## src/rtl/mem_arb_pkg.sv

```systemverilog
// Shared types and sizes for the 4-requester memory access arbiter.
// Pure declarations: no latency, no flow control.
package mem_arb_pkg;

  localparam int N_REQ  = 4;
  localparam int ID_W   = 2;
  localparam int BANK_W = 2;

  typedef enum logic [1:0] {
    IDLE   = 2'd0,
    ACCESS = 2'd1,
    RESP   = 2'd2
  } state_t;

endpackage

```

## src/rtl/rr_pick4.sv

```systemverilog
// Combinational round-robin picker: first set req bit at or above ptr, wrapping 3->0.
// Zero latency; no flow control, the caller decides when the pick is used.
module rr_pick4
  import mem_arb_pkg::*;
(
  input  logic [N_REQ-1:0] req,
  input  logic [ID_W-1:0]  ptr,
  output logic             any,
  output logic [ID_W-1:0]  winner_id
);

  logic [ID_W-1:0] idx;

  // Scan from the farthest candidate down to ptr so the nearest hit is kept last.
  always_comb begin
    any       = 1'b0;
    winner_id = ptr;
    idx       = '0;
    for (int k = N_REQ - 1; k >= 0; k--) begin
      idx = ptr + ID_W'(k);
      if (req[idx]) begin
        any       = 1'b1;
        winner_id = idx;
      end
    end
  end

endmodule

```

## src/rtl/mem_access_arbiter.sv

```systemverilog
// Round-robin sequencer sharing one 4-bank memory port: grant+enable 1 cycle after request, read data 3 cycles after.
// Requesters hold req until their gnt pulse; req is only sampled while IDLE.
module mem_access_arbiter
  import mem_arb_pkg::*;
#(
  parameter int ADDR_W = 8,
  parameter int DATA_W = 8
) (
  input  logic                      clk,
  input  logic                      rst,
  input  logic [N_REQ-1:0]          req,
  input  logic [N_REQ-1:0]          req_we,
  input  logic [N_REQ*ADDR_W-1:0]   req_addr,
  input  logic [N_REQ*DATA_W-1:0]   req_wdata,
  output logic [N_REQ-1:0]          gnt,
  output logic [N_REQ-1:0]          mem_bank_en,
  output logic                      mem_we,
  output logic [ADDR_W-BANK_W-1:0]  mem_addr,
  output logic [DATA_W-1:0]         mem_wdata,
  input  logic [DATA_W-1:0]         mem_rdata,
  output logic                      rd_valid,
  output logic [DATA_W-1:0]         rd_data,
  output logic [ID_W-1:0]           rd_id,
  output logic                      busy
);

  localparam int OFF_W = ADDR_W - BANK_W;

  state_t            state;
  logic [ID_W-1:0]   rr_ptr;
  logic [ID_W-1:0]   cur_id;
  logic              any;
  logic [ID_W-1:0]   winner;

  logic [ADDR_W-1:0] addr_arr  [N_REQ];
  logic [DATA_W-1:0] wdata_arr [N_REQ];
  logic [ADDR_W-1:0] win_addr;
  logic [BANK_W-1:0] win_bank;
  logic [N_REQ-1:0]  bank_dec;
  logic [N_REQ-1:0]  gnt_dec;

  always_comb begin
    for (int i = 0; i < N_REQ; i++) begin
      addr_arr[i]  = req_addr[i*ADDR_W +: ADDR_W];
      wdata_arr[i] = req_wdata[i*DATA_W +: DATA_W];
    end
  end

  rr_pick4 u_pick (
    .req       (req),
    .ptr       (rr_ptr),
    .any       (any),
    .winner_id (winner)
  );

  always_comb begin
    win_addr         = addr_arr[winner];
    win_bank         = win_addr[ADDR_W-1 -: BANK_W];
    bank_dec         = '0;
    bank_dec[win_bank] = 1'b1;
    gnt_dec          = '0;
    gnt_dec[winner]  = 1'b1;
  end

  always_ff @(posedge clk or posedge rst) begin
    if (rst) begin
      state       <= IDLE;
      rr_ptr      <= '0;
      cur_id      <= '0;
      gnt         <= '0;
      mem_bank_en <= '0;
      mem_we      <= 1'b0;
      mem_addr    <= '0;
      mem_wdata   <= '0;
      rd_valid    <= 1'b0;
      rd_data     <= '0;
      rd_id       <= '0;
      busy        <= 1'b0;
    end else begin
      rd_valid <= 1'b0;
      case (state)
        IDLE: begin
          if (any) begin
            gnt         <= gnt_dec;
            mem_bank_en <= bank_dec;
            mem_we      <= req_we[winner];
            mem_addr    <= win_addr[OFF_W-1:0];
            mem_wdata   <= wdata_arr[winner];
            cur_id      <= winner;
            rr_ptr      <= winner + ID_W'(1);
            busy        <= 1'b1;
            state       <= ACCESS;
          end
        end
        ACCESS: begin
          gnt         <= '0;
          mem_bank_en <= '0;
          mem_we      <= 1'b0;
          // mem_we still holds the latched direction of this access.
          if (mem_we) begin
            busy  <= 1'b0;
            state <= IDLE;
          end else begin
            state <= RESP;
          end
        end
        RESP: begin
          rd_data  <= mem_rdata;
          rd_id    <= cur_id;
          rd_valid <= 1'b1;
          busy     <= 1'b0;
          state    <= IDLE;
        end
        default: begin
          busy  <= 1'b0;
          state <= IDLE;
        end
      endcase
    end
  end

endmodule

```

## config.mk

```make
export PLATFORM = sky130hd
export DESIGN_NAME = mem_access_arbiter
export DESIGN_NICKNAME = d
export VERILOG_FILES = /design/src/rtl/mem_arb_pkg.sv /design/src/rtl/rr_pick4.sv /design/src/rtl/mem_access_arbiter.sv
export SDC_FILE = /design/constraint.sdc
export NUM_CORES = 1
export LEC_CHECK = 0
export CAP_MARGIN = 30
export CORE_MARGIN = 5
export CORE_UTILIZATION = 40
export CTS_CLUSTER_SIZE = 16
export DETAILED_ROUTE_END_ITERATION = 10
export GPL_TIMING_DRIVEN = 0
export MAX_ROUTING_LAYER = met4
export PLACE_DENSITY_LB_ADDON = 0.25
export SKIP_LAST_GASP = 1
export SLEW_MARGIN = 0
export SYNTH_ARGS = -nofsm -noshare
export SYNTH_HDL_FRONTEND = slang
export SYNTH_SLANG_ARGS = --single-unit
export TNS_END_PERCENT = 100
```

## constraint.sdc

```tcl
create_clock -name clk -period 2.7 [get_ports clk]
set_clock_uncertainty 0.15 [all_clocks]
set_input_delay 0.81 -clock clk [delete_from_list [all_inputs] [get_ports clk]]
set_output_delay 0.81 -clock clk [all_outputs]
set_load 0.05 [all_outputs]
```

==> impl_metrics.tcl <==
set metrics [dict create \
    p_leak_nw 1.61 \
    cellPowerDensity_nw_per_um2 1230 \
    drive_gt1_share_pct 14.5 \
    port_buffers 116 \
    drt_pass1_iterations 4 \
    fin_crit_sh_pct 98.5 \
    synth_edf_count 0 \
    ys_warn_count 0 \
    ant_nets 0 \
    synth_cell_types 31 \
    yosys.area.top_type "dfrtp_1" \
    grt_use_met1_pct 20.9 \
    start_util_pct 40.7 \
    area_delta_synth_final_pct 64.6 \
    reg2reg_from "rr_ptr[1]$_DFFE_PP0P_" \
    vias 1948 \
    setup_slack_ns 0.0406 \
    critPathMaxFanout 10 \
    fp-row-count 27 \
    slew-limit-headroom_pct 43.5 \
    gp_congestion 0.777 \
    cts_made_buffers 5 \
    hold_buffers 0 \
    clockRootBuffer "clkbuf_8" \
    worstPathRequired_ns 2.74 \
    synth_fp_nets 287 \
    finalMaxSlewViolations 0 \
    cts_tree "built" \
    synth_area_um2 2220 \
    htreeDepth 2 \
    hold_depth 1 \
    synthMuxAreaShare_pct 28.5 \
    crit_path_start_kind "input pin" \
    drc 0 \
    nets 409 \
    grt_setup_unrepaired "true" \
    hold_path_class "flop to flop" \
    min-delay-start "state[1]$_DFFE_PP0P_" \
    synth_seq_cells 41 \
    grt-ovfl-total 0 \
    synth_top_area_share_pct 46.3 \
    grt_pass1_wl_um 9870 \
    diodes 0 \
    synth-main-ff-cell "dfrtp_1" \
    peakVddDrop_mv 0.545 \
    grt_usage_pct 17.9 \
    place_ws_ns -0.580 \
    synthXorXnorAreaFrac_pct 0 \
    netlist_top_cells_area "dfrtp_1, mux2i_1, mux2_2" \
    reg2reg_to "mem_bank_en[0]$_DFFE_PP0P_" \
    timing.fmax_mhz 376 \
    layout_commonest_cell "clkdlybuf4s50_1" \
    vias_per_cell 4.92 \
    post_cts_buffers 0 \
    cts_sinks 41 \
    worstSkewPairLatency_ns 0.29 \
    yosysSeqAreaShare_pct 46.3 \
    finalSetupViolations 0 \
    status "finished, final reports clean" \
    fin_util_pct 67.1 \
    wl_um 6120 \
    fp.dieArea_um2 7130 \
    antenna_found_initial 0 \
    met2_usage_pct 30.6 \
    r2r_slack_ns 0.48 \
    path_class "input pin to flop" \
    netlist_instances 201 \
    avgSynthCellArea_um2 11.0 \
    mostFrequentLayoutCells "clkdlybuf4s50_1, dfrtp_1, mux2i_1" \
    fp.dieW_um 84.4 \
    core_area_um2 5440 \
    synth_top_family_by_area "multiplexers" \
    async_flop_share_pct 100 \
    finalCriticalPeriod_ns 2.66 \
    whs_endpoint "state[1]$_DFFE_PP0P_" \
    worst_pin_slew_ns 0.846 \
    clk_path_buf_depth 2 \
    clkTransAtPathRegs_ns 0.08 \
    dp_hpwl_um 4710 \
    die_h_um 84.4 \
    synthAdderAreaFrac_pct 2.26 \
    drt_iter0_drc 51 \
    busiest_layer "met2" \
    io_pins 117 \
    grt_max_degree 42 \
    cap_violations 0 \
    grt_pass1_vias 1994 \
    critPathCaptureType "flop" \
    routedWlPerCell_um 15.5 \
    hold_viol 0 \
    r2r_cells 7 \
    synth_compound_gate_area_share_pct 9.37 \
    crit_arrival_ns 2.70 \
    gr-usage-met3_pct 5.79 \
    synthSimpleGateAreaFrac_pct 9.26 \
]
## power by group
group | internal, mW | switching [mW]
sequential | 0.920 | 0.171
clock | 0.302 | 0.211
combinational | 1.16 | 1.71
## registers in the layout, indices dropped and copies added, names as in the netlist
| name | cells |
|---|---|
| mem_wdata | 8 |
| cur_id | 2 |
| rr_ptr | 2 |
| state | 2 |
| rd_valid | 1 |
| mem_addr | 6 |
| gnt | 4 |
| rd_data | 8 |
| rd_id | 2 |
| mem_we | 1 |
| mem_bank_en | 4 |
| busy | 1 |
## worst max-delay path by stage
| stage | from | endpoint | slack (ns) | cells after the start |
|---|---|---|---|---|
| 2_1_floorplan | req[0] | mem_bank_en[0]$_DFFE_PP0P_ | 0.24 | 7 |
| 3_3_place_gp | req[2] | mem_bank_en[2]$_DFFE_PP0P_ | -0.55 | 9 |
| 3_5_place_dp | req[2] | mem_bank_en[2]$_DFFE_PP0P_ | -0.58 | 9 |
| 4_1_cts | req[1] | mem_bank_en[0]$_DFFE_PP0P_ | 0.07 | 7 |
| 5_1_grt | req[1] | mem_bank_en[2]$_DFFE_PP0P_ | -0.04 | 7 |
| 6_report | req[1] | mem_bank_en[0]$_DFFE_PP0P_ | 0.04 | 7 |
## cell usage after synthesis (2+ instances only)
cell type,count
dfrtp_1,41
nand2_1,28
nor2_1,5
nor3_1,2
buf_4,4
mux2_2,25
o21ai_1,2
inv_1,7
nor2b_1,2
ha_1,4
a22o_1,7
o21ai_0,17
clkbuf_1,5
mux2i_1,35
## per-layer routing
metal,routed length [um],vias to the layer above
li1,-,953
met1,2620,927
met2,3030,66
met3,455,2
met4,19,0
met5,0,-
## final cells by class
cell class              count  area [um^2]
fillers                   468         1790
repair buffers            116         1160
multi-input cells         141         1130
flip-flops and latches     41         1030
plain buffers              11          104
well taps                  72         90.1
clock buffers               7         86.3
clock inverters             1         30.0
inverters                   7         26.3
## worst max-delay path, cell delays in order
cell and delay (ns):
clkdlybuf4s50_1 0.48, or4_4 0.58, nand2_4 0.11, buf_12 0.15
mux2i_1 0.10, mux2_2 0.29, a22o_1 0.18
## logic make-up (layout without fill, tap and decap cells)
| kind of cell | after synthesis | count (layout) |
|---|---|---|
| AOI/OAI and AO/OA | 32 | 32 |
| adders and majority gates | 4 | 4 |
| buffers and inverters | 19 | 142 |
| DFF | 41 | 41 |
| muxes | 60 | 60 |
| and+or+nand+nor | 45 | 45 |
## stage by stage
stage                     std cells  setup TNS [ns]  instance area [um^2]  hold WS (ns)  power [mW]
final                           396               0                  3650         0.322        4.48
after global routing            396         -0.0361                  3650         0.339        4.74
after CTS                       396               0                  3620         0.314        4.48
after detailed placement        389          -13.15                  3470         0.303        3.91
after global placement          389          -16.58                  3470         0.291        3.87
after floorplan                 201               0                  2220         0.274        2.98
## what timing repair did
item	CTS	global route
gates cloned	0	0
setup endpoints to repair	28	17
gates resized for setup	13	7
(Power assumes the default switching activity.)
